==> src/rtl/processor_pkg.sv <==
// Shared processor types for the serial shift path.
//  WIDTH        register width; also the number of shifts in one Execute
//  result_t     one captured A/B result frame
//  cap_state_t  capture FSM states
package processor_pkg;

  localparam int unsigned WIDTH = 8;

  typedef struct packed {
    logic [WIDTH-1:0] a;
    logic [WIDTH-1:0] b;
  } result_t;

  typedef enum logic [0:0] {
    IDLE,
    SHIFT
  } cap_state_t;

endpackage

==> src/rtl/result_fifo.sv <==
// Small result FIFO holding captured A/B frames until the consumer reads them.
//  clk_i    clock, rising edge
//  rst_ni   async active-low reset
//  push_i   write wdata_i (accepted when not full, or when a pop happens the same cycle)
//  pop_i    remove head entry (ignored when empty)
//  wdata_i  frame to write
//  rdata_o  head entry; holds the last head value while empty
//  full_o   occupancy == DEPTH
//  empty_o  occupancy == 0
//  count_o  occupancy, 0..DEPTH
module result_fifo
  import processor_pkg::*;
#(
  parameter int unsigned DEPTH = 2
) (
  input  logic                       clk_i,
  input  logic                       rst_ni,
  input  logic                       push_i,
  input  logic                       pop_i,
  input  result_t                    wdata_i,
  output result_t                    rdata_o,
  output logic                       full_o,
  output logic                       empty_o,
  output logic [$clog2(DEPTH+1)-1:0] count_o
);

  localparam int unsigned PtrW = $clog2(DEPTH);
  localparam int unsigned CntW = $clog2(DEPTH + 1);

  result_t           mem_q [DEPTH];
  result_t           hold_q;
  logic [PtrW-1:0]   wr_ptr_q, rd_ptr_q;
  logic [CntW-1:0]   count_q;
  logic              pop_ok, push_ok;

  assign full_o  = (count_q == CntW'(DEPTH));
  assign empty_o = (count_q == '0);
  assign count_o = count_q;

  // Pop is resolved first, so a full FIFO still takes a push in the same cycle as a pop.
  assign pop_ok  = pop_i & ~empty_o;
  assign push_ok = push_i & (~full_o | pop_ok);

  // Once the FIFO drains, the read pointer lands on a stale slot; the hold register
  // keeps the last presented head visible instead.
  assign rdata_o = empty_o ? hold_q : mem_q[rd_ptr_q];

  always_ff @(posedge clk_i or negedge rst_ni) begin
    if (!rst_ni) begin
      for (int i = 0; i < int'(DEPTH); i++) begin
        mem_q[i] <= '0;
      end
      hold_q   <= '0;
      wr_ptr_q <= '0;
      rd_ptr_q <= '0;
      count_q  <= '0;
    end else begin
      if (push_ok) begin
        mem_q[wr_ptr_q] <= wdata_i;
        wr_ptr_q        <= wr_ptr_q + PtrW'(1);
      end
      if (pop_ok) begin
        rd_ptr_q <= rd_ptr_q + PtrW'(1);
      end
      if (!empty_o) begin
        hold_q <= mem_q[rd_ptr_q];
      end
      count_q <= count_q + CntW'(push_ok) - CntW'(pop_ok);
    end
  end

endmodule

==> src/rtl/serial_result_capture.sv <==
// Receive side of the serial shift path. Rebuilds WIDTH-bit A/B frames from the
// register unit's LSB-first serial outputs and queues them for parallel readout.
//  Clk        system clock, rising edge
//  Reset_n    async active-low reset
//  Shift_En   one serial bit valid on A_Bit/B_Bit
//  A_Bit      serial A stream, LSB first
//  B_Bit      serial B stream, LSB first
//  Frame_Clr  discard partial frame, return to IDLE
//  Ovf_Clr    clear sticky Overflow
//  Res_Ready  consumer accepts head entry
//  Res_Valid  FIFO non-empty
//  Res_A      head entry A value
//  Res_B      head entry B value
//  Busy       partial frame in progress
//  Overflow   sticky: a completed frame was dropped because the FIFO was full
//  Count      FIFO occupancy
// Frame width comes from processor_pkg::WIDTH so it always matches the register unit.
module serial_result_capture
  import processor_pkg::*;
#(
  parameter int unsigned DEPTH = 2
) (
  input  logic                       Clk,
  input  logic                       Reset_n,
  input  logic                       Shift_En,
  input  logic                       A_Bit,
  input  logic                       B_Bit,
  input  logic                       Frame_Clr,
  input  logic                       Ovf_Clr,
  input  logic                       Res_Ready,
  output logic                       Res_Valid,
  output logic [WIDTH-1:0]           Res_A,
  output logic [WIDTH-1:0]           Res_B,
  output logic                       Busy,
  output logic                       Overflow,
  output logic [$clog2(DEPTH+1)-1:0] Count
);

  localparam int unsigned BitCntW = $clog2(WIDTH);

  cap_state_t         state_q, state_d;
  logic [BitCntW-1:0] bitcnt_q, bitcnt_d;
  logic [WIDTH-1:0]   sa_q, sa_d, sb_q, sb_d;
  logic               ovf_q, ovf_d;
  logic               push, pop, full, empty;
  result_t            push_data, head;

  always_comb begin
    state_d  = state_q;
    bitcnt_d = bitcnt_q;
    sa_d     = sa_q;
    sb_d     = sb_q;
    push     = 1'b0;
    if (Frame_Clr) begin
      // Clear wins over a coincident shift; the bit is discarded.
      state_d  = IDLE;
      bitcnt_d = '0;
    end else if (Shift_En) begin
      sa_d = {A_Bit, sa_q[WIDTH-1:1]};
      sb_d = {B_Bit, sb_q[WIDTH-1:1]};
      case (state_q)
        IDLE: begin
          state_d  = SHIFT;
          bitcnt_d = BitCntW'(1);
        end
        SHIFT: begin
          if (bitcnt_q == BitCntW'(WIDTH - 1)) begin
            state_d  = IDLE;
            bitcnt_d = '0;
            push     = 1'b1;
          end else begin
            bitcnt_d = bitcnt_q + BitCntW'(1);
          end
        end
        default: state_d = IDLE;
      endcase
    end
  end

  // Push the next-state shift values so the final bit is part of the frame.
  assign push_data = '{a: sa_d, b: sb_d};
  assign pop       = Res_Valid & Res_Ready;

  // Set wins over clear.
  assign ovf_d = (ovf_q & ~Ovf_Clr) | (push & full & ~pop);

  always_ff @(posedge Clk or negedge Reset_n) begin
    if (!Reset_n) begin
      state_q  <= IDLE;
      bitcnt_q <= '0;
      sa_q     <= '0;
      sb_q     <= '0;
      ovf_q    <= 1'b0;
    end else begin
      state_q  <= state_d;
      bitcnt_q <= bitcnt_d;
      sa_q     <= sa_d;
      sb_q     <= sb_d;
      ovf_q    <= ovf_d;
    end
  end

  result_fifo #(
    .DEPTH (DEPTH)
  ) u_fifo (
    .clk_i   (Clk),
    .rst_ni  (Reset_n),
    .push_i  (push),
    .pop_i   (pop),
    .wdata_i (push_data),
    .rdata_o (head),
    .full_o  (full),
    .empty_o (empty),
    .count_o (Count)
  );

  assign Res_Valid = ~empty;
  assign Res_A     = head.a;
  assign Res_B     = head.b;
  assign Busy      = (state_q == SHIFT);
  assign Overflow  = ovf_q;

endmodule
==> config.mk <==
export PLATFORM = sky130hd
export DESIGN_NAME = serial_result_capture
export DESIGN_NICKNAME = d
export VERILOG_FILES = /design/src/rtl/processor_pkg.sv /design/src/rtl/result_fifo.sv /design/src/rtl/serial_result_capture.sv
export SDC_FILE = /design/constraint.sdc
export NUM_CORES = 1
export LEC_CHECK = 0
export BUFFER_PORTS_ARGS = -buffer_cell sky130_fd_sc_hd__buf_2
export CAP_MARGIN = 15
export CORE_UTILIZATION = 50
export DETAILED_ROUTE_END_ITERATION = 16
export GPL_ROUTABILITY_DRIVEN = 0
export PLACE_DENSITY = 0.67
export SETUP_SLACK_MARGIN = 0.15
export SLEW_MARGIN = 20
export SYNTH_ARGS = -nofsm -noshare
export SYNTH_HDL_FRONTEND = slang
export SYNTH_SLANG_ARGS = --single-unit
==> constraint.sdc <==
create_clock -name Clk -period 5.3 [get_ports Clk]
set_input_delay 0.265 -clock Clk [delete_from_list [all_inputs] [get_ports Clk]]
set_output_delay 0.265 -clock Clk [all_outputs]
set_load 0.02 [all_outputs]
* After elaboration in Yosys (flattened, before gate mapping) *
Cells that the tools add are included.
Widths: inputs -> output; s select.

storage, ports and cells
  flip-flop bits (word level) = 73

operators by class
  add/sub/neg operators = 5
  $lt $le $gt $ge = 3
  equal/unequal tests = 2
  multiplexer cells = 23
  bitwise gates (word level) = 15
  reductions and logical operators = 3

operators with widths
  operator             count
  $mux 16              5
  $bwmux 32            1
  $mux 8               4
  $demux 16 s1         1
  $mux 3               3
  $mux 1               7
  $and 1x1->1          6
  $pmux 3 s2           1
  $not 1->1            5
  $ge 2x2->1 const B   2
  $not 1->2            2
  $add 3x1->3 const B  1
  $eq 3x3->1 const B   1
  $add 1x1->1 const B  2
  $add 2x1->2          1
  $eq 2x2->1 const B   1
  $logic_not 2->1      1
  $lt 2x1->1 const B   1
  $or 1x1->1           2
  $pmux 1 s2           1
  $reduce_bool 2->1    1
  $sub 2x1->2          1
  $logic_and 1x1->1    1

* Depth between registers and ports, before layout *
Gate-level depths: netlist of run 1.

  word-level depth = 8
  depth in mapped cells = 6

* Cells and area by module *
A second synthesis of run 1 with hierarchy kept.

unflattened totals
  cells, all modules = 219
  area, all modules = 3125.5 um2

modules (own cells, without submodules)
  module                 times used  cells an instance  area an instance (um2)  sequential area each (um2)
  result_fifo            1           158                2227.1                  1301.2
  serial_result_capture  1           61                 898.4                   525.5

* Least setup slack after synthesis of run 1 *
Ideal clock, no wire load.

  path kind = flip-flop to flip-flop
  start = register u_fifo.count_q[0], in the netlist u_fifo.count_o[0]
  end = register u_fifo.count_q[1], in the netlist u_fifo.count_o[1]
  setup time = 80 ps
  arrival = 1867 ps
  data required time = 5220 ps
  slack = 3353 ps
  cell stages (with the launch flop) = 7
  buffers on the path = 1
  period minus slack after synthesis = 1947 ps
  path through = dfrtp_1 > or2_2 > clkbuf_1 > and2_1 > ha_1 > nor4_1 > xnor2_1

between the ends
  longest elaborated chain between the ends = 8
  elaborated cells on any way between the ends = 10
  classes of those cells = 2 x add/sub; 1 x eq/ne; 6 x bitwise; 1 x reduce/logical

RTL lines
  what                    line                                             text
  start, declared         result_fifo.sv:33                                logic [CntW-1:0] count_q;
  start signal, assigned  result_fifo.sv:68                                count_q <= count_q + CntW'(push_ok) - CntW'(pop_ok);
  $logic_not 2->1 (*)     result_fifo.sv:37                                assign empty_o = (count_q == '0);
  $not 1->1 (*)           result_fifo.sv:41, serial_result_capture.sv:117
  $and 1x1->1             serial_result_capture.sv:82                      assign pop = Res_Valid & Res_Ready;
  $and 1x1->1 (*)         result_fifo.sv:41                                assign pop_ok = pop_i & ~empty_o;
  via u_fifo.pop_ok       result_fifo.sv:34                                logic pop_ok, push_ok;
  $or 1x1->1              result_fifo.sv:42                                assign push_ok = push_i & (~full_o | pop_ok);
  $and 1x1->1             result_fifo.sv:42
  $add 2x1->2             result_fifo.sv:68
  $sub 2x1->2 (*)         result_fifo.sv:68

Mark *: on every way through the listed nets, which the timed path passes. The rest lies on a longest branch.
A chain may end at the register's enable or synchronous reset.

* Worst setup path after layout of run 1 *
  start = register u_fifo.rd_ptr_q
  end = output Res_A[6]

between the ends
  longest elaborated chain between the ends = 5

RTL lines
  what                                        line                         text
  start, declared                             result_fifo.sv:32            logic [PtrW-1:0] wr_ptr_q, rd_ptr_q;
  start signal, assigned                      result_fifo.sv:63            rd_ptr_q <= rd_ptr_q + PtrW'(1);
  $not 1->2 (implied by the code)             result_fifo.sv:46            assign rdata_o = empty_o ? hold_q : mem_q[rd_ptr_q];
  $mux 16 (implied by the code) (3 in a row)  result_fifo.sv:46
  $mux 16                                     n/a
  end, declared                               serial_result_capture.sv:32  output logic [WIDTH-1:0] Res_A,

Every way passes these cells. The select of a mux whose other input is x is not followed.

==> impl_metrics.toml, run 1 <==
[outcome]
status = "completed"

[placement]
placed_area_um2 = 3240
portBuffers = 28
place_hpwl_um = 2900
dp_slack_ns = 2.95
dp.cells = 306

[pwr]
ir_drop_v = 0.000314
clkPwrFrac_pct = 22.6
power.leakage_nw = 1.73
p_comb_share_pct = 30.3
pwr_density_cell_nw_per_um2 = 464
internal-power_mw = 1.03
p_sw_mw = 0.542
pwr-share-seq_pct = 47.1
total_power_mw = 1.58
switching_share_pct = 34.4

[setup_path]
crit_path_end_kind = "output pin"
endpoint = "Res_A[6]"
critical_path_class = "register to output pin"
critPathLaunchType = "register"
critPathBufInv = 1
crit_chain = "mux2i_1 > a21oi_1 > buf_2"
rr_worst_depth = 5
cp_slowest_stage_delay_ns = 1.00
critPathTopFamily = "flip-flops"
r2r_setup_slack_ns = 3.15
reg2reg_from = "u_fifo.count_o[0]"
cp.required_ns = 5.04
path_depth = 3
startpoint = "u_fifo.rd_ptr_q"
reg2reg_to = "u_fifo.count_o[1]"
crit_fanout = 17
critPathArrivalTime_ns = 1.99
slowest_stage = "dfrtp_1"

[die]
io_pins = 29
core_area_um2 = 5920
die-area_um2 = 6460
die_w_um = 80.4
rows = 28
start_util_pct = 51.9
die_h_um = 80.4

[cells_and_area]
final_cells = 320
final_cell_area_um2 = 3400
drive_gt1_share_pct = 38.4
nNetsFinal = 254
diodes = 0
syn2layout_area_growth_pct = 10.6
num-fill-cells = 507

[logic_synthesis]
seq_area_frac_synth_pct = 59.5
synth_flop_cell = "dfrtp_1"
async_flop_share_pct = 100
synth_area_leaders = "dfrtp_1 (59%), mux2_2 (13%), mux2i_1 (5.2%), mux2_4 (4.9%), a21oi_1 (2.9%)"
synth-seq-cells = 73
synth_top_area_share_pct = 59.5
syn_avg_cell_area_um2 = 14.4
ys_types = 30
synth_warnings = 0
synth_area_um2 = 3070
syn-instance-count = 213
synth_edf_count = 0
ys_top_cells_by_count = "dfrtp_1 (73), mux2_2 (36), nor2_1 (19)"
synth_top_area_cell = "dfrtp_1"
syn-num-nets = 224
post-synth-top-count-cell = "dfrtp_1"

[timing]
timing.final.crit_share_pct = 42.5
clock_skew_ns = 0.00734
setup_viol_count_final = 0
layout_min_cycle_time_ns = 2.25
worst_slew_pin_slew_ns = 0.994
final.setup.worst_slack_ns = 3.05
drv_slew = 0
max_slew_margin_pct = 33.7
fmax_ghz = 0.444
finalSetupTns_ns = 0
rsz0062_at_grt = "false"
hold_viol = 0

[drt]
ant_nets = 0
post-route-drc-count = 0
finalWirelength_um = 4750
drtIter0Drc = 67
firstDrtPassIters = 3
routedWlPerCell_um = 14.9
viasPerCell = 5.17
vias = 1654

[global_routing]
grt_pass1_vias = 1694
gr-usage-all-layers_pct = 17.5
antenna_found_initial = 0
grt_start_max_net_pins = 74
overflow = 0
grt_pass1_wl_um = 8090

[clocking]
ctsResizeCount = 0
insertion_delay_ns = 0.34
numCtsBuffers = 9
hold_buffers = 0
tritoncts = "done"
clk_pin_slew_ns = 0.07
clock_path_buffers = 2
postCtsSetupRepairBufs = 0
h-tree-depth = 3
cts_root_buffer = "clkbuf_8"
cts_sinks = 73

[run]
drv_cap = 0

[hold_path]
hold_path.class = "input pin to async pin"
[power groups by stage]
stage / sequential [mW] / clock, mW / combinational [mW]
after floorplan: 0.717 / 0 / 0.381
after global placement: 0.751 / 0 / 0.476
after detailed placement: 0.755 / 0 / 0.483
after CTS: 0.744 / 0.375 / 0.486
after global routing: 0.757 / 0.397 / 0.525
final: 0.742 / 0.355 / 0.478
[metal layers]
layer | global-route usage [%] | wire length (um)
met1 | 22.7 | 2370
met2 | 26.0 | 2110
met3 | 6.14 | 164
met4 | 8.57 | 110
met5 | 0 | 0
[stage by stage]
stage / hold WS, ns / utilization, %
final: 0.111 / 57.4
after floorplan: -0.0306 / -
after detailed placement: 0.485 / 54.6
after CTS: 0.159 / 57.2
after global placement: 0.477 / 54.6
after global routing: 0.177 / 57.4
[final cells by class]
cell class | instances | area, um2 | share of cell area [%]
Sequential cell | 73 | 1830 | 53.8
Multi-Input combinational cell | 126 | 1150 | 33.9
Timing Repair Buffer | 31 | 166 | 4.90
Clock buffer | 12 | 145 | 4.27
Tap cell | 75 | 93.8 | 2.76
Inverter | 2 | 7.51 | 0.221
Clock inverter | 1 | 5.00 | 0.147
[how the worst min path moves through the flow]
stage / endpoint / start / cells after the start / slack [ns]
6_report: bitcnt_q[2] / Reset_n / 2 / 0.11
5_1_grt: sa_q[7] / A_Bit / 2 / 0.18
2_1_floorplan: Busy / Reset_n / 0 / -0.03
3_3_place_gp: u_fifo.mem_q[15] / u_fifo.mem_q[15] / 1 / 0.48
4_1_cts: u_fifo.count_o[1] / Reset_n / 2 / 0.16
3_5_place_dp: u_fifo.mem_q[7] / u_fifo.mem_q[7] / 1 / 0.48
[layout by cell type, fill, tap and decap left out, types with 2 or more instances in the layout]
cell type,Yosys,routed
o21ai_0,2,2
dfrtp_1,73,73
mux2i_1,16,16
inv_1,2,2
ha_1,3,3
clkbuf_1,4,2
mux2_2,36,36
buf_4,2,2
clkbuf_8,0,10
mux2_1,2,2
a21oi_1,18,18
xor2_1,2,2
mux2_4,10,10
nand2b_1,2,2
nor2_1,19,19
xnor2_1,3,3
buf_2,2,28
[flip-flops by register name (all words and copies together), names as in the netlist]
register and count:
Busy 1, bitcnt_q 3, u_fifo.wr_ptr_q 1, sb_q 8, sa_q 8, u_fifo.count_o 2
Overflow 1, u_fifo.mem_q 32, u_fifo.rd_ptr_q 1, u_fifo.hold_q 16
[cells by family (layout without fill, tap and decap cells)]
kind of cell | after synthesis | count (layout) | share of synthesized area, %
simple gates | 32 | 32 | 7.05
mux | 64 | 64 | 24.0
fa+ha+maj | 3 | 3 | 1.22
compound gates | 22 | 22 | 3.79
xor+xnor | 5 | 5 | 1.43
buf+inv | 14 | 46 | 3.01
flops | 73 | 73 | 59.5
[worst register-to-register path, delay by kind of cell (launching register included)]
kind / cells / cell delay (ns)
and+or+nand+nor: 3 / 1.20
DFF: 1 / 0.42
adders and majority gates: 1 / 0.31
xor gates and xnor gates: 1 / 0.15
(Power assumes the default switching activity.)
==> inputs of run 2 (changes only) <==
--- a/config.mk
+++ b/config.mk
@@ -5,6 +5,7 @@
 export SDC_FILE = /design/constraint.sdc
 export NUM_CORES = 1
 export LEC_CHECK = 0
+export ABC_AREA = 1
 export BUFFER_PORTS_ARGS = -buffer_cell sky130_fd_sc_hd__buf_2
 export CAP_MARGIN = 15
 export CORE_UTILIZATION = 50
==> constraint.sdc (replaced) <==
create_clock -name Clk -period 2.2 [get_ports Clk]
set_input_delay 0.11 -clock Clk [delete_from_list [all_inputs] [get_ports Clk]]
set_output_delay 0.11 -clock Clk [all_outputs]
set_load 0.02 [all_outputs]
==> impl_metrics.toml, run 2 <==
[logic_synthesis]
synth_warnings = 0
seq_area_frac_synth_pct = 58.9
syn-num-nets = 359
synth_area_leaders = "dfrtp_1 (59%), nand2_1 (19%), nand3_1 (6.5%), a31oi_1 (3.2%), nor2_1 (2.1%)"
post-synth-top-count-cell = "nand2_1"
ys_types = 21
synth_edf_count = 0
syn_avg_cell_area_um2 = 8.91
synth-seq-cells = 73
synth_top_area_share_pct = 58.9
synth_top_area_cell = "dfrtp_1"
ys_top_cells_by_count = "nand2_1 (155), dfrtp_1 (73), nand3_1 (40)"
synth_flop_cell = "dfrtp_1"
async_flop_share_pct = 100
syn-instance-count = 348
synth_area_um2 = 3100

[timing]
max_slew_margin_pct = 70.2
finalSetupTns_ns = 0
hold_viol = 0
setup_viol_count_final = 0
worst_slew_pin_slew_ns = 0.447
drv_slew = 0
fmax_ghz = 0.537
layout_min_cycle_time_ns = 1.86
clock_skew_ns = 0.00850
final.setup.worst_slack_ns = 0.336
rsz0062_at_grt = "false"
timing.final.crit_share_pct = 84.7

[placement]
place_hpwl_um = 4010
portBuffers = 28
placed_area_um2 = 3280
dp_slack_ns = 0.484

[outcome]
status = "completed"

[die]
core_area_um2 = 5960
die_w_um = 80.7
die-area_um2 = 6520
die_h_um = 80.7
start_util_pct = 52.0
io_pins = 29
rows = 28

[setup_path]
reg2reg_from = "bitcnt_q[1]"
critPathArrivalTime_ns = 1.75
reg2reg_to = "u_fifo.mem_q[30]"
r2r_setup_slack_ns = 0.48
cp.required_ns = 2.09
rr_worst_depth = 7
crit_path_end_kind = "output pin"
critPathLaunchType = "register"
critical_path_class = "register to output pin"
crit_fanout = 33

[global_routing]
gr-usage-all-layers_pct = 22.6
overflow = 0
grt_pass1_vias = 2171
antenna_found_initial = 0
grt_start_max_net_pins = 64
grt_pass1_wl_um = 10700

[drt]
finalWirelength_um = 6410
firstDrtPassIters = 5
drtIter0Drc = 126
ant_nets = 0
vias = 2366
routedWlPerCell_um = 14.0
viasPerCell = 5.15
post-route-drc-count = 0

[clocking]
h-tree-depth = 3
cts_sinks = 73
clk_pin_slew_ns = 0.07
tritoncts = "done"
cts_root_buffer = "clkbuf_8"
clock_path_buffers = 2
insertion_delay_ns = 0.35
numCtsBuffers = 9

[cells_and_area]
layout_commonest_cell = "nand2_1"
nNetsFinal = 390
final_cell_mix = "nand2_1 (155), dfrtp_1 (73), nand3_1 (40)"
drive_gt1_share_pct = 15.9
syn2layout_area_growth_pct = 14.5
largest_reg_flops = 32
regMostFlops = "u_fifo.mem_q"
diodes = 0
reg.largest.list = "u_fifo.mem_q x32, u_fifo.hold_q x16"
final_cell_area_um2 = 3550

[pwr]
ir_drop_v = 0.000695
total_power_mw = 4.07
pwr_density_cell_nw_per_um2 = 1150
power.leakage_nw = 1.90

[hold_path]
hold_start = "A_Bit"
whs_endpoint = "sa_q[7]"
hold_path.class = "input pin to register"
hold-path-cell-count = 3

[run]
drv_cap = 0
## run 2: final cells by class
class                   instances  area (um2)
clock buffers                  11         141
flip-flops and latches         73        1830
fillers                       527        2410
repair buffers                 37         229
multi-input cells             247        1110
clock inverters                 5         103
inverters                      11        45.0
well taps                      75        93.8
## run 2: metrics by stage
stage	hold WS [ns]	util [%]	std cells
3_5_place_dp	0.0156	55.0	441
4_1_cts	0.0246	59.5	459
6_report	0.0376	59.6	459
3_3_place_gp	0.0145	55.0	441
5_1_grt	0.0801	59.6	459
2_1_floorplan	-0.186	-	348
## run 2: cell families after synthesis
logic type	after synthesis	share of synthesized area (%)
and+or+nand+nor	220	29.6
DFF	73	58.9
buffers and inverters	28	5.21
AOI/OAI and AO/OA	21	4.16
xor gates and xnor gates	3	0.848
adders and majority gates	3	1.21
## run 2: worst max path at each step
stage | startpoint | cells after the start | end
after detailed placement | bitcnt_q[0] | 7 | u_fifo.mem_q[13]
after global placement | bitcnt_q[0] | 7 | u_fifo.mem_q[11]
after global routing | u_fifo.count_o[1] | 6 | Res_A[3]
final | u_fifo.count_o[1] | 6 | Res_A[3]
after CTS | u_fifo.rd_ptr_q | 4 | Res_A[3]
after floorplan | u_fifo.count_o[1] | 5 | u_fifo.hold_q[10]
## run 2: worst max-delay path, cell delays in order (launching register included)
cell     delay (ns)
dfrtp_1        0.43
inv_1          0.07
nand2_1        0.09
buf_6          0.24
nor2_1         0.07
a31oi_1        0.27
buf_2          0.23
## run 2: power breakdown
group	leakage [nW]	switching, mW	internal, mW
clock	0.120	0.487	0.783
sequential	0.983	0.0867	1.53
combinational	0.799	0.837	0.338
## run 2: per-layer routing
layer / global-route usage (%) / share of wire, % / vias up
met3: 3.71 / 5.0 / 10
met4: 10.7 / 2.0 / 0
met5: 0 / 0 / -
li1: - / - / 1182
met2: 33.5 / 42 / 65
met1: 32.5 / 51 / 1109
## run 2: repair_timing
item                       4_1_cts  5_1_grt
setup buffers                    0        0
gates resized for setup          0        2
hold buffers                     2        0
setup endpoints to repair        0        4
hold endpoints to repair        11        0
